==> config.mk <==
export PLATFORM = sky130hd
export DESIGN_NAME = dino_game_ctrl_flat
export DESIGN_NICKNAME = d
export VERILOG_FILES = /design/src/rtl/dino_game_if.sv /design/src/rtl/dino_game_ctrl.sv /design/src/flat_wrapper.sv
export SDC_FILE = /design/constraint.sdc
export NUM_CORES = 1
export LEC_CHECK = 0
export CAP_MARGIN = 20
export CORE_MARGIN = 10
export CORE_UTILIZATION = 42
export CTS_CLUSTER_SIZE = 30
export DETAILED_ROUTE_END_ITERATION = 8
export GPL_ROUTABILITY_DRIVEN = 0
export PLACE_DENSITY_LB_ADDON = 0.2
export SYNTH_ARGS = -nofsm -noshare
export SYNTH_HDL_FRONTEND = slang
export SYNTH_SLANG_ARGS = --single-unit
==> constraint.sdc <==
create_clock -name clk -period 2.3 [get_ports clk]
set_clock_uncertainty 0.05 [all_clocks]
set_input_delay 0.46 -clock clk [delete_from_list [all_inputs] [get_ports clk]]
set_output_delay 0.46 -clock clk [all_outputs]
set_load 0.1 [all_outputs]
==> src/rtl/dino_game_if.sv <==
// dino_game_if: bundle between the pixel/scan side and the game controller.
//   scan side (master) drives: h_cnt, v_cnt, valid, black_dino, black_cactus, jump_btn
//   controller (slave) drives: state, frame_tick, scroll_en, speed, score, hit
interface dino_game_if;
  logic [9:0]  h_cnt;
  logic [9:0]  v_cnt;
  logic        valid;
  logic        black_dino;
  logic        black_cactus;
  logic        jump_btn;
  logic [1:0]  state;
  logic        frame_tick;
  logic        scroll_en;
  logic [3:0]  speed;
  logic [13:0] score;
  logic        hit;

  modport master (
    output h_cnt, v_cnt, valid, black_dino, black_cactus, jump_btn,
    input  state, frame_tick, scroll_en, speed, score, hit
  );

  modport slave (
    input  h_cnt, v_cnt, valid, black_dino, black_cactus, jump_btn,
    output state, frame_tick, scroll_en, speed, score, hit
  );
endinterface

==> src/rtl/dino_game_ctrl.sv <==
// dino_game_ctrl: IDLE/RUN/OVER sequencer for the dino runner.
// Watches the scan counters and per-pixel shape hits, produces the frame tick,
// per-frame collision flag, scroll enable, scroll speed and saturating score.
//   clk, rst : single clock, synchronous active-high reset
//   bus      : dino_game_if.slave (scan/shape inputs, game outputs); all outputs registered
module dino_game_ctrl #(
  parameter int unsigned SPEED_INIT   = 2,
  parameter int unsigned SPEED_MAX    = 8,
  parameter int unsigned SCORE_DIV    = 6,
  parameter int unsigned SPEED_UP_PTS = 100,
  parameter int unsigned OVER_HOLD    = 60
) (
  input  logic        clk,
  input  logic        rst,
  dino_game_if.slave  bus
);

  localparam int unsigned DIV_W     = (SCORE_DIV > 1) ? $clog2(SCORE_DIV) : 1;
  localparam int unsigned PTS_W     = (SPEED_UP_PTS > 1) ? $clog2(SPEED_UP_PTS) : 1;
  localparam int unsigned HOLD_W    = (OVER_HOLD > 0) ? $clog2(OVER_HOLD + 1) : 1;
  localparam int unsigned SCORE_W   = 14;
  localparam int unsigned SPEED_W   = 4;
  localparam int unsigned SCORE_MAX = 9999;

  typedef enum logic [1:0] {
    ST_IDLE = 2'd0,
    ST_RUN  = 2'd1,
    ST_OVER = 2'd2
  } state_e;

  state_e               state_q, state_d;
  logic                 cond_q, cond_d;
  logic                 tick_q, tick_d;
  logic                 scroll_q, scroll_d;
  logic                 hit_q, hit_d;
  logic [SPEED_W-1:0]   speed_q, speed_d;
  logic [SCORE_W-1:0]   score_q, score_d;
  logic [DIV_W-1:0]     div_q, div_d;
  logic [PTS_W-1:0]     pts_q, pts_d;
  logic [HOLD_W-1:0]    hold_q, hold_d;
  logic                 cond_c;
  logic                 overlap_c;

  // State and counter registers
  always_ff @(posedge clk) begin
    if (rst) begin
      state_q  <= ST_IDLE;
      cond_q   <= 1'b0;
      tick_q   <= 1'b0;
      scroll_q <= 1'b0;
      hit_q    <= 1'b0;
      speed_q  <= SPEED_W'(SPEED_INIT);
      score_q  <= '0;
      div_q    <= '0;
      pts_q    <= '0;
      hold_q   <= '0;
    end else begin
      state_q  <= state_d;
      cond_q   <= cond_d;
      tick_q   <= tick_d;
      scroll_q <= scroll_d;
      hit_q    <= hit_d;
      speed_q  <= speed_d;
      score_q  <= score_d;
      div_q    <= div_d;
      pts_q    <= pts_d;
      hold_q   <= hold_d;
    end
  end

  // Next-state, scoring and collision logic; tick_q is the tick being acted on
  always_comb begin
    state_d  = state_q;
    speed_d  = speed_q;
    score_d  = score_q;
    div_d    = div_q;
    pts_d    = pts_q;
    hold_d   = hold_q;
    hit_d    = 1'b0;

    cond_c    = (bus.v_cnt == 10'd480) && (bus.h_cnt == 10'd0);
    overlap_c = bus.valid && bus.black_dino && bus.black_cactus;
    cond_d    = cond_c;
    tick_d    = cond_c && !cond_q;

    case (state_q)
      ST_IDLE: begin
        if (bus.jump_btn) state_d = ST_RUN;
      end
      ST_RUN: begin
        if (tick_q && hit_q) begin
          state_d = ST_OVER;
        end else if (tick_q) begin
          if (div_q == DIV_W'(SCORE_DIV - 1)) begin
            div_d = '0;
            if (score_q < SCORE_W'(SCORE_MAX)) begin
              score_d = score_q + SCORE_W'(1);
              if (pts_q == PTS_W'(SPEED_UP_PTS - 1)) begin
                pts_d = '0;
                if (speed_q < SPEED_W'(SPEED_MAX)) speed_d = speed_q + SPEED_W'(1);
              end else begin
                pts_d = pts_q + PTS_W'(1);
              end
            end
          end else begin
            div_d = div_q + DIV_W'(1);
          end
        end
      end
      ST_OVER: begin
        // Restart check uses the pre-update hold count, so a press on the
        // hold-completing tick is still locked out.
        if (tick_q && (hold_q < HOLD_W'(OVER_HOLD))) hold_d = hold_q + HOLD_W'(1);
        if (bus.jump_btn && (hold_q >= HOLD_W'(OVER_HOLD))) state_d = ST_RUN;
      end
      default: state_d = ST_IDLE;
    endcase

    // Fresh game on every entry to RUN
    if ((state_d == ST_RUN) && (state_q != ST_RUN)) begin
      score_d = '0;
      speed_d = SPEED_W'(SPEED_INIT);
      div_d   = '0;
      pts_d   = '0;
    end

    if ((state_d == ST_OVER) && (state_q != ST_OVER)) hold_d = '0;

    // Tick clears first, an overlap in the same cycle then sets for the next frame
    if ((state_d == ST_RUN) && (state_q == ST_RUN))
      hit_d = (tick_q ? 1'b0 : hit_q) | overlap_c;

    scroll_d = (state_d == ST_RUN);
  end

  assign bus.state      = state_q;
  assign bus.frame_tick = tick_q;
  assign bus.scroll_en  = scroll_q;
  assign bus.speed      = speed_q;
  assign bus.score      = score_q;
  assign bus.hit        = hit_q;

endmodule
==> src/flat_wrapper.sv <==
// flat-port wrapper written by rule: the top's interface ports become plain ports
module dino_game_ctrl_flat 
#(
  parameter int unsigned SPEED_INIT   = 2,
  parameter int unsigned SPEED_MAX    = 8,
  parameter int unsigned SCORE_DIV    = 6,
  parameter int unsigned SPEED_UP_PTS = 100,
  parameter int unsigned OVER_HOLD    = 60
)
  (clk, rst, bus_h_cnt, bus_v_cnt, bus_valid, bus_black_dino, bus_black_cactus, bus_jump_btn, bus_state, bus_frame_tick, bus_scroll_en, bus_speed, bus_score, bus_hit);
  dino_game_if bus_i ();
  input  logic clk;
  input  logic rst;
  input wire logic [$bits(bus_i.h_cnt)-1:0] bus_h_cnt;
  input wire logic [$bits(bus_i.v_cnt)-1:0] bus_v_cnt;
  input wire logic [$bits(bus_i.valid)-1:0] bus_valid;
  input wire logic [$bits(bus_i.black_dino)-1:0] bus_black_dino;
  input wire logic [$bits(bus_i.black_cactus)-1:0] bus_black_cactus;
  input wire logic [$bits(bus_i.jump_btn)-1:0] bus_jump_btn;
  output wire logic [$bits(bus_i.state)-1:0] bus_state;
  output wire logic [$bits(bus_i.frame_tick)-1:0] bus_frame_tick;
  output wire logic [$bits(bus_i.scroll_en)-1:0] bus_scroll_en;
  output wire logic [$bits(bus_i.speed)-1:0] bus_speed;
  output wire logic [$bits(bus_i.score)-1:0] bus_score;
  output wire logic [$bits(bus_i.hit)-1:0] bus_hit;
  assign bus_i.h_cnt = bus_h_cnt;
  assign bus_i.v_cnt = bus_v_cnt;
  assign bus_i.valid = bus_valid;
  assign bus_i.black_dino = bus_black_dino;
  assign bus_i.black_cactus = bus_black_cactus;
  assign bus_i.jump_btn = bus_jump_btn;
  assign bus_state = bus_i.state;
  assign bus_frame_tick = bus_i.frame_tick;
  assign bus_scroll_en = bus_i.scroll_en;
  assign bus_speed = bus_i.speed;
  assign bus_score = bus_i.score;
  assign bus_hit = bus_i.hit;
  dino_game_ctrl #(.SPEED_INIT(SPEED_INIT), .SPEED_MAX(SPEED_MAX), .SCORE_DIV(SCORE_DIV), .SPEED_UP_PTS(SPEED_UP_PTS), .OVER_HOLD(OVER_HOLD)) u_core (.clk(clk), .rst(rst), .bus(bus_i));
endmodule
### Yosys cells after proc, flatten, opt, wreduce, memory -nomap -nowiden

Cells that the tools add are included.

| storage, ports and cells | value |
|---|---|
| output and inout bits | 23 |
| memory bits (read-only) | 0 |
| RAM bits | 0 |
| latch bits | 0 |
| register bits after elaboration | 40 |
| memories kept | 0 |

| operators by class | value |
|---|---|
| bitwise gates (word level) | 3 |
| div/mod/pow operators | 0 |
| magnitude comparators | 4 |
| reduce and logical (&&, ||, !) cells | 20 |
| multiplexer cells | 7 |
| equality and inequality tests | 9 |
| $mul | 0 |
| add/subtract/negate cells | 5 |
| shift operators | 0 |

Operators by type and width:

| kind | number |
|---|---|
| adder 14 x 1 -> 14 bit, second input constant | 1 |
| < comparator 14 bit, second input constant | 1 |
| == test 10 x 9 -> 1 bit, second input constant | 1 |
| logical AND 1 bit | 10 |
| zero test 10 bit | 1 |
| adder 7 x 1 -> 7 bit, second input constant | 1 |
| == test 7 bit, second input constant | 1 |
| 2-to-1 mux 7 bit | 1 |
| AND reduction 7 bit | 1 |
| adder 6 x 1 -> 6 bit, second input constant | 1 |
| greater-or-equal comparator 6 bit, second input constant | 1 |
| < comparator 6 bit, second input constant | 1 |
| 2-to-1 mux 2 bit | 3 |
| one-hot mux 2 bit (3 select lines) | 1 |
| OR reduction 2 bit | 3 |
| AND reduction 5 bit | 1 |
| adder 4 x 1 -> 4 bit, second input constant | 1 |
| == test 2 x 1 -> 1 bit, second input constant | 2 |
| == test 2 bit, second input constant | 2 |
| < comparator 4 bit, second input constant | 1 |
| adder 3 x 1 -> 3 bit, second input constant | 1 |
| == test 3 bit, second input constant | 1 |
| 2-to-1 mux 3 bit | 1 |
| AND reduction 3 bit | 1 |
| other kinds (8) | 9 |

### Depth between registers and ports, before layout

Gate-level depths: netlist of the first run.

| depth | value |
|---|---|
| depth in word-level cells | 8 |
| gate-level depth with buffers | 7 |
| gate-level depth less buffers | 5 |

### Least setup slack after synthesis of the first run

OpenSTA, ideal clock, no wires.

| path | value |
|---|---|
| path kind | reg-to-reg |
| from | reg u_core.score_q[0], in the netlist u_core.bus.score[0] |
| to | reg u_core.score_q[1], in the netlist u_core.bus.score[1] |
| clock period less this slack | 2.539 ns |
| data required time | 2.179 ns |
| path slack | -0.239 ns |
| arrival time | 2.418 ns |
| stages on the path, launching flop included | 8 |
| cells stage by stage | dfxtp_1 ha_1 nand3_2 a221oi_4 buf_6 buf_6 o21ai_1 a21oi_1 |

| on the way | value |
|---|---|
| cells in the longest elaborated chain, start to end | 2 |

RTL lines:

| what | RTL line | RTL |
|---|---|---|
| from (decl) | dino_game_ctrl.sv:37 | `logic [SCORE_W-1:0] score_q, score_d;` |
| from (signal assigned) | dino_game_ctrl.sv:64 | `score_q <= score_d;` |
| < comparator 14 bit | dino_game_ctrl.sv:96 | `if (score_q < SCORE_W'(SCORE_MAX)) begin` |
| AND reduction 5 bit (no source line) | n/a |  |

Parallel ways exist; a longest one is shown, timed or not.
A chain may end at the register's enable or synchronous reset.

### Worst setup path in the final report of the first run

| path | value |
|---|---|
| from | reg u_core.hit_q, in the netlist u_core.bus.hit |
| to | reg u_core.pts_q[0] |

| on the way | value |
|---|---|
| cells in the longest elaborated chain, start to end | 6 |

RTL lines:

| what | RTL line | RTL |
|---|---|---|
| from (decl) | dino_game_ctrl.sv:35 | `logic hit_q, hit_d;` |
| from (signal assigned) | dino_game_ctrl.sv:62 | `hit_q <= hit_d;` |
| logical AND 1 bit (*) | dino_game_ctrl.sv:91 | `if (tick_q && hit_q) begin` |
| 2-to-1 mux 2 bit | dino_game_ctrl.sv:91 |  |
| one-hot mux 2 bit (3 select lines) | dino_game_ctrl.sv:86 | `case (state_q)` |
| == test 2 x 1 -> 1 bit | dino_game_ctrl.sv:120 | `if ((state_d == ST_RUN) && (state_q != ST_RUN)) begin` |
| logical AND 1 bit | dino_game_ctrl.sv:120 |  |
| OR reduction 2 bit (no source line) | n/a |  |
| to (signal assigned) | dino_game_ctrl.sv:66 | `pts_q <= pts_d;` |
| to (decl) | dino_game_ctrl.sv:39 | `logic [PTS_W-1:0] pts_q, pts_d;` |

Every way passes the cells marked *; elsewhere a longest branch is shown, timed or not.

==> results of run 1 <==
## synthesized netlist by cell type (all sizes together), types with 4 or more instances
library cell  count  share of area
ha                4          0.023
nand4            11          0.042
nor2             16          0.029
a21oi            14          0.033
mux2i            12          0.056
nor3              7          0.019
o21ai             7          0.016
nand2            23          0.040
nor4              9          0.052
dfxtp            40           0.37
and3              4          0.012
or4               8          0.028
and2              5          0.015
nand2b           10          0.029
nand3            10          0.026
buf               7          0.025
o31ai             7          0.024
## power by group
part | leakage [nW] | internal (mW) | switching, mW
Combinational | 0.593 | 0.0601 | 0.0606
Clock | 0.0642 | 0.427 | 0.242
Sequential | 0.329 | 0.695 | 0.00332
Total | 0.986 | 1.18 | 0.306
## logic make-up after synthesis
| kind of cell | synth area share |
|---|---|
| and+or+nand+nor | 0.353 |
| muxes | 0.0612 |
| adders and majority gates | 0.0233 |
| buffers and inverters | 0.0338 |
| xor gates and xnor gates | 0.0163 |
| DFF | 0.373 |
| AOI/OAI and AO/OA | 0.140 |
## state kept, by name, summed over array words and instances, names as in the netlist
| signal | flops |
|---|---|
| u_core.bus.state | 2 |
| u_core.cond_q | 1 |
| u_core.bus.frame_tick | 1 |
| u_core.bus.scroll_en | 1 |
| u_core.bus.hit | 1 |
| u_core.bus.score | 14 |
| u_core.div_q | 3 |
| u_core.bus.speed | 4 |
| u_core.pts_q | 7 |
| u_core.hold_q | 6 |
## cell type report
class | instances | area [µm²] | area share
inverter | 3 | 11.3 | 0.00402
timing repair buffer | 53 | 485 | 0.173
sequential | 40 | 817 | 0.292
tap | 67 | 83.8 | 0.0299
multi-input combinational | 181 | 1270 | 0.455
clock inverter | 2 | 60.1 | 0.0214
clock buffer | 5 | 68.8 | 0.0246
## worst reg2reg max path: stages, from the launching register on
cell and delay (ps):
dfxtp_1 360, and4bb_2 390, nand4_4 370, or4_1 630, a21oi_1 160
## per-layer routing
metal	part of all wire	GRT usage	vias up
met5	0	0	-
met4	0.012	0.0431	0
met3	0.11	0.0642	6
met2	0.45	0.196	53
met1	0.42	0.127	876
li1	-	-	990
## stage by stage
| stage | instances | setup WS (ps) | util | cell area [µm²] |
|---|---|---|---|---|
| after floorplan | 233 | 4.95 | - | 2160 |
| after global placement | 344 | 299 | 0.551 | 2670 |
| after detailed placement | 344 | 264 | 0.551 | 2670 |
| after CTS | 351 | 263 | 0.578 | 2800 |
| after global routing | 351 | 100 | 0.578 | 2800 |
| final | 351 | 279 | 0.578 | 2800 |
## final timing paths
check | from | slack, ps | endpoint | cells after the start
min reg2reg | u_core.cond_q | 350 | u_core.bus.frame_tick | 1
min | u_core.cond_q | 350 | u_core.bus.frame_tick | 1
max reg2reg | u_core.bus.hit | 280 | u_core.pts_q[0] | 4
max | u_core.bus.hit | 280 | u_core.pts_q[0] | 4
==> summary.md, run 1 <==
| Metric | Value |
|---|---|
| DIE AREA | `8370 µm²` |
| # IOs | `between 40 and 50` |
| TritonCTS clock tree | `done` |
| Number of synthesized flops with an enable pin | `0` |
| CP required | `2470 ps` |
| Synth Net Count | `263` |
| Area Growth Syn to Fin | `30.4%` |
| Max Freq | `495 MHz` |
| Final setup TNS | `0 ps` |
| Peak fanout along the critical path | `27` |
| Critical path class | `reg2reg` |
| Cells after Synth | `233` |
| Startpoint Class | `flip-flop` |
| Global route total overflow | `0` |
| Clock-pin slew of the registers on the worst-case setup and hold paths | `80 ps` |
| Peak VDD IR | `0.000357 V` |
| Core Box Area | `4850 µm²` |
| Period utilization | `0.879` |
| Fillcell total | `439` |
| Pre-antenna DRT Iters | `4` |
| Wire per inst | `14.2 µm` |
| CP Cell Sequence | `and4bb_2 -> nand4_4 -> or4_1 -> a21oi_1` |
| Initial core utilization | `0.443` |
| Worst-skew pair later-pin latency | `290 ps` |
| Post-DP HPWL | `3.76 mm` |
| CTS resizes | `0` |
| Total power | `1.49 mW` |
| Worst-margin pin slew | `462 ps` |
| Fin. Hold Viols | `0` |
| P_leak | `0.986 nW` |
| Initial antenna violation count | `0` |
| Nets | `around 310` |
| Number of distinct library cells after synthesis | `56` |
| DIE WIDTH | `~92 µm` |
| Port Buffers | `48` |
| Arrival time at the worst endpoint | `~2200 ps` |
| Hold Path Class | `reg2reg` |
| Yosys reg bits | `40` |
| Clock buffer depth | `2` |
| Total setup buffers inserted after CTS | `0` |
| First-pass GRT wire length | `approximately 8.5 mm` |
| Status | `finished, final reports clean` |
| Fin. max-slew vios | `0` |
| Most common cell after layout, fill and taps aside | `dfxtp_1` |
| CP Capture Type | `flip-flop` |
| Largest net degree at the start of global routing | `28` |
| All-Layer GR Usage | `0.119` |
| Routed wire length | `5.00 mm` |
| Synth Flop Type | `dfxtp_1` |
| Hold-fix buffers, CTS | `0` |
| Final hold slack | `351 ps` |
| Final setup vio count | `0` |
| Max cap viols | `0` |
| Worst Path Buf+Inv | `0` |
| Die height | `approximately 90 µm` |
| Clk sinks | `40` |
| Drc violations | `0` |
| RSZ-0062 raised after global routing | `no` |
| Vias/cell | `5.48` |
| Sequential-to-total area share from yosys stat | `0.373` |
| Vias in the first global route | `~1900` |
| Avg Inst Size Synth | `a little over 9 µm²` |
| Async SR Flop Fraction | `0` |
| CTS H-tree lvls | `2` |
| Post-Syn Area | `2150 µm²` |
| Crit-path slowest cell | `or4_1` |
| Slew margin rel. | `0.691` |
| Period minus WS final | `roughly 2000 ps` |
| Clk Tree Root Cell | `clkbuf_8` |
| Via Count | `1925` |
| FP Rows | `25` |
| Top delay family on crit path | `simple AND/OR/NAND/NOR gates` |
| 1st-iter DRT viols | `119` |
| Max stage delay on crit path | `630 ps` |
| Synth Warn # | `0` |
| Ant. Diodes | `0` |
| Num CTS Buffers | `5` |
| Layout cells sized above 1 | `0.225` |
| Antenna Violating Nets Remaining | `0` |
| Most frequent cells in the layout | `dfxtp_1, buf_4, clkdlybuf4s50_1, nand2_1, nor2_1` |
| PD cells | `532 nW/µm²` |
(Power assumes the default switching activity.)
==> inputs of run 2 (changes only) <==
Settings changed: CORE_UTILIZATION 42 to 45, SLEW_MARGIN set to 20.
Clock period 2.3 ns to 2.2 ns, I/O delays scaled along.
==> run 2 against run 1 <==
Compared with the run above: die area down 5.2%; global-route usage rose by 1.2 points; count of clock-buffer cells in the layout stayed put; worst setup slack better by 71 ps; utilization is 1.8 points higher; largest power group unchanged.
==> summary.md, run 2 (synthesis gave the netlist of run 1 again) <==
| Metric | Value |
|---|---|
| Status | `finished, final reports clean` |
| FP Rows | `25` |
| DIE AREA | `7930 µm²` |
| Final WS setup | `351 ps` |
| Max cap viols | `0` |
| Fillcell total | `422` |
| Area Growth Syn to Fin | `29.4%` |
| Drc violations | `0` |
| RSZ-0062 raised after global routing | `no` |
| Core Box Area | `4660 µm²` |
| Num CTS Buffers | `5` |
| Peak VDD IR | `0.000227 V` |
| Vias/cell | `5.65` |
| Total setup buffers inserted after CTS | `0` |
| Area after DPL | `2670 µm²` |
| First-pass GRT wire length | `8.49 mm` |
| Most common cell after layout, fill and taps aside | `buf_4` |
| Fin cells | `342` |
| CTS resizes | `0` |
| Hold-fix buffers, CTS | `0` |
| Most frequent cells in the layout | `buf_4, dfxtp_1, clkdlybuf4s50_1, nand2_1, nor2_1` |
| Critical path class | `reg2reg` |
| Total power | `1.47 mW` |
| Max Freq | `541 MHz` |
| Clock buffer depth | `2` |
| Period minus WS final | `between 1500 and 2000 ps` |
| Fin. Hold Viols | `0` |
| Pre-CTS setup slack | `roughly 270 ps` |
| Finished Cell Area | `~2800 µm²` |
| Slew margin rel. | `0.701` |
| Hold Path Class | `reg2reg` |
| Clk sinks | `40` |
| Pre-antenna DRT Iters | `4` |
| Ant. Diodes | `0` |
| Clock-pin slew of the registers on the worst-case setup and hold paths | `90 ps` |
| CTS H-tree lvls | `2` |
| P_leak | `0.983 nW` |
| Antenna Violating Nets Remaining | `0` |
| Global route total overflow | `0` |
| Initial antenna violation count | `0` |
| Max reg flops | `14` |
| Wire per inst | `14.7 µm` |
| Layout cells sized above 1 | `0.240` |
| Nets | `317` |
| Largest net degree at the start of global routing | `28` |
| Die height | `89.1 µm` |
| Startpoint Class | `flip-flop` |
| Worst-margin pin slew | `roughly 450 ps` |
| Vias in the first global route | `1832` |
| 1st-iter DRT viols | `slightly below 100` |
| Placed cell count | `334` |
| CP Capture Type | `flip-flop` |
| Arrival time at the worst endpoint | `2030 ps` |
| Worst-skew pair later-pin latency | `290 ps` |
| Period utilization | `0.841` |
| Initial core utilization | `0.461` |
| Peak fanout along the critical path | `17` |
| # IOs | `49` |
| Routed wire length | `5.04 mm` |
| Fin util | `0.596` |
| Via Count | `slightly below 2000` |
| Clk Tree Root Cell | `clkbuf_8` |
| Fin. max-slew vios | `0` |
| TritonCTS clock tree | `done` |
| Final setup TNS | `0 ps` |
| Final hold slack | `338 ps` |
| CP required | `2380 ps` |
| DIE WIDTH | `roughly 89 µm` |
| Post-DP HPWL | `3.77 mm` |
| PD cells | `528 nW/µm²` |
| Final setup vio count | `0` |
| Port Buffers | `48` |
| All-Layer GR Usage | `0.132` |
==> run 2: cell count changes in the layout (fill, tap and decap cells not counted), sizes merged <==
| cell | previous run | this run |
|---|---|---|
| buf | 28 | 31 |
| bufinv | 2 | 1 |
| clkinv | 0 | 1 |
| clkinvlp | 0 | 1 |
==> run 2: area by class of cell <==
class                           count  area, µm²  share of cell area
Tap cell                           54       67.6              0.0243
Sequential cell                    40        818               0.295
Clock inverter                      3       42.5              0.0153
Inverter                            3       11.3             0.00405
Multi-Input combinational cell    181       1270               0.459
Timing Repair Buffer               56        495               0.178
Clock buffer                        5       68.8              0.0248
==> run 2: worst paths after layout <==
kind                      endpoint  slack, ps           startpoint  cells past startpoint
max            u_core.bus.speed[2]        350  u_core.bus.state[1]                      5
min          u_core.bus.frame_tick        340        u_core.cond_q                      1
max reg2reg    u_core.bus.speed[2]        350  u_core.bus.state[1]                      5
min reg2reg  u_core.bus.frame_tick        340        u_core.cond_q                      1
==> run 2: power by group <==
group / switching, mW / internal, mW
clock: 0.272 / 0.336
sequential: 0.00380 / 0.727
combinational: 0.0644 / 0.0628
total: 0.341 / 1.13
==> run 2: critical path, cell delays in order, from the launching register on <==
cell and delay [ps]:
dfxtp_1 380, and4bb_2 390, nand4_4 100, buf_4 210
or4_1 500, a21oi_1 150
==> run 2: per-layer routing <==
| metal | GRT usage | wire [µm] | vias to the layer above |
|---|---|---|---|
| li1 | - | - | 987 |
| met1 | 0.157 | 2290 | 885 |
| met2 | 0.207 | 2200 | 57 |
| met3 | 0.0638 | 520 | 5 |
| met4 | 0.0361 | 35 | 0 |
| met5 | 0 | 0 | - |
==> inputs of run 3 (changes only) <==
Clock period 2.2 ns to 1.54 ns, I/O delays scaled along.
==> run 3 against run 2 <==
Compared with the run above: the run now ends with negative setup slack left; hold slack better by 4.9 ps; critical path depth stayed put; cell area increased by 28%; utilization up 17 points; via count up 12%; count of clock-buffer cells in the layout rose by 2; first-iteration DRC count grew 49%; die area is the same; global-route usage increased by 2.6 points; power grew 29%; maximum frequency is 7.0% higher; clock power grew 9.0%; largest power group unchanged; highest routed layer unchanged.
==> summary.md, run 3 (synthesis gave the netlist of run 1 again) <==
| Metric | Value |
|---|---|
| Max cap viols | `0` |
| # IOs | `49` |
| Most frequent cells in the layout | `buf_4, buf_12, clkdlybuf4s50_1, nand2_1` |
| CP required | `1700 ps` |
| Nets | `around 360` |
| First-pass GRT wire length | `approximately 10 mm` |
| Period minus WS final | `1730 ps` |
| Worst-margin pin slew | `497 ps` |
| Worst Reg-to-Reg Cells | `5` |
| Fin. max-slew vios | `0` |
| R2R setup slack | `-190 ps` |
| Pre-CTS setup slack | `-296 ps` |
| Global route total overflow | `0` |
| Drc violations | `0` |
| Period utilization | `1.12` |
| TritonCTS clock tree | `done` |
| Largest net degree at the start of global routing | `24` |
| DIE AREA | `a little under 8000 µm²` |
| Hold_sp | `u_core.cond_q` |
| Max stage delay on crit path | `about 460 ps` |
| Vias/cell | `5.63` |
| Fillcell total | `292` |
| Vias in the first global route | `between 2000 and 2500` |
| Finished Cell Area | `3560 µm²` |
| Pre-antenna DRT Iters | `4` |
| CTS H-tree lvls | `2` |
| Antenna Violating Nets Remaining | `0` |
| RSZ-0062 raised after global routing | `yes` |
| Failing checks | `negative setup slack` |
| Ant. Diodes | `0` |
| Initial antenna violation count | `0` |
| Clock buffer depth | `2` |
| Max reg flops | `14` |
| Fin. Hold Viols | `0` |
| R2r startpoint | `u_core.bus.score[4]` |
| Placed cell count | `375` |
| Peak fanout along the critical path | `23` |
| All-Layer GR Usage | `0.157` |
| RR Endpoint | `u_core.pts_q[4]` |
| Core Box Area | `approximately 4700 µm²` |
| Final setup vio count | `24` |
| Status | `complete, but fails checks` |
| Startpoint Class | `flip-flop` |
| Hold Path Class | `reg2reg` |
| Arrival time at the worst endpoint | `1890 ps` |
| Fin cells | `386` |
| Final WS setup | `-189 ps` |
| Clock-pin slew of the registers on the worst-case setup and hold paths | `80 ps` |
| Area after DPL | `3350 µm²` |
| PD cells | `around 530 nW/µm²` |
| CP Capture Type | `flip-flop` |
| Area Growth Syn to Fin | `66.0%` |
| Most common cell after layout, fill and taps aside | `buf_4` |
| Clk Tree Root Cell | `clkbuf_8` |
| Peak VDD IR | `0.000420 V` |
| Critical path class | `reg2reg` |
| 1st-iter DRT viols | `about 150` |
| P_leak | `1.30 nW` |
| CP Cell Sequence | `nor4_4 -> a221oi_4 -> buf_12 -> or4_1 -> a21oi_1` |
| Port Buffers | `between 40 and 50` |
| Initial core utilization | `0.461` |
| Clk sinks | `40` |
| Via Count | `2173` |
| Hold-fix buffers, CTS | `0` |
| Post-DP HPWL | `approximately 4.5 mm` |
| Worst hold endpoint | `u_core.bus.frame_tick` |
| Crit-path slowest cell | `or4_1` |
| FP Rows | `25` |
| Num CTS Buffers | `5` |
| Total power | `1.89 mW` |
| Final setup TNS | `-2910 ps` |
| Die height | `89.1 µm` |
| Max Freq | `578 MHz` |
| DIE WIDTH | `89.1 µm` |
| Worst-skew pair later-pin latency | `about 290 ps` |
| Min-Delay Path Depth | `1` |
| Wire per inst | `~15 µm` |
| Routed wire length | `5.85 mm` |
| Slew margin rel. | `0.668` |
| Layout cells sized above 1 | `0.383` |
[run 3: area by class of cell]
| cell class | count | area (µm²) | area share |
|---|---|---|---|
| Multi-Input combinational cell | 181 | 1370 | 0.384 |
| Tap cell | 54 | 67.6 | 0.0190 |
| Timing Repair Buffer | 100 | 1160 | 0.327 |
| Sequential cell | 40 | 872 | 0.245 |
| Clock inverter | 1 | 5.00 | 0.00140 |
| Clock buffer | 7 | 76.3 | 0.0214 |
| Inverter | 3 | 11.3 | 0.00316 |
[run 3: stage by stage]
stage | hold slack, ps | util
after global routing | 369 | 0.765
after floorplan | 315 | -
after CTS | 345 | 0.753
after global placement | 323 | 0.719
after detailed placement | 333 | 0.719
final | 343 | 0.765
[run 3: worst max path at each step]
| stage | to | slack, ps | cells after the start | from |
|---|---|---|---|---|
| after floorplan | u_core.bus.speed[2] | -350 | 7 | u_core.bus.score[1] |
| after global placement | u_core.bus.score[9] | -230 | 5 | u_core.bus.hit |
| after detailed placement | u_core.bus.score[9] | -300 | 5 | u_core.bus.hit |
| after CTS | u_core.bus.score[6] | -190 | 6 | u_core.bus.state[1] |
| after global routing | u_core.bus.speed[2] | -280 | 5 | u_core.bus.score[4] |
| final | u_core.pts_q[4] | -190 | 5 | u_core.bus.score[4] |
[run 3: timing repair]
action / in CTS / in global routing
hold endpoints to repair: 0 / 0
pin swaps: 6 / 9
resized for setup: 9 / 14
endpoints found under the setup margin: 24 / 26
buffers inserted: 3 / 0
[run 3: power breakdown]
group | switching, mW | leakage (nW) | internal, mW | total, mW
clock network | 0.345 | 0.0422 | 0.318 | 0.663
logic | 0.104 | 0.917 | 0.113 | 0.216
registers | 0.00336 | 0.338 | 1.01 | 1.01
[run 3: routing by layer]
layer  global-route usage  share of wire  vias to the layer above  wire [µm]
met3               0.0547          0.070                        6        410
met5                    0              0                        -          0
met2                0.263           0.48                       54       2790
met4               0.0419         0.0079                        0         46
li1                     -              -                     1076          -
met1                0.188           0.45                     1037       2610
[run 3: worst max-delay path: cells and delay by family (launching register included)]
| kind | cells | cell delay (ps) |
|---|---|---|
| AOI/OAI and AO/OA | 2 | 260 |
| DFF | 1 | 360 |
| buffers and inverters | 1 | 170 |
| and+or+nand+nor | 2 | 800 |
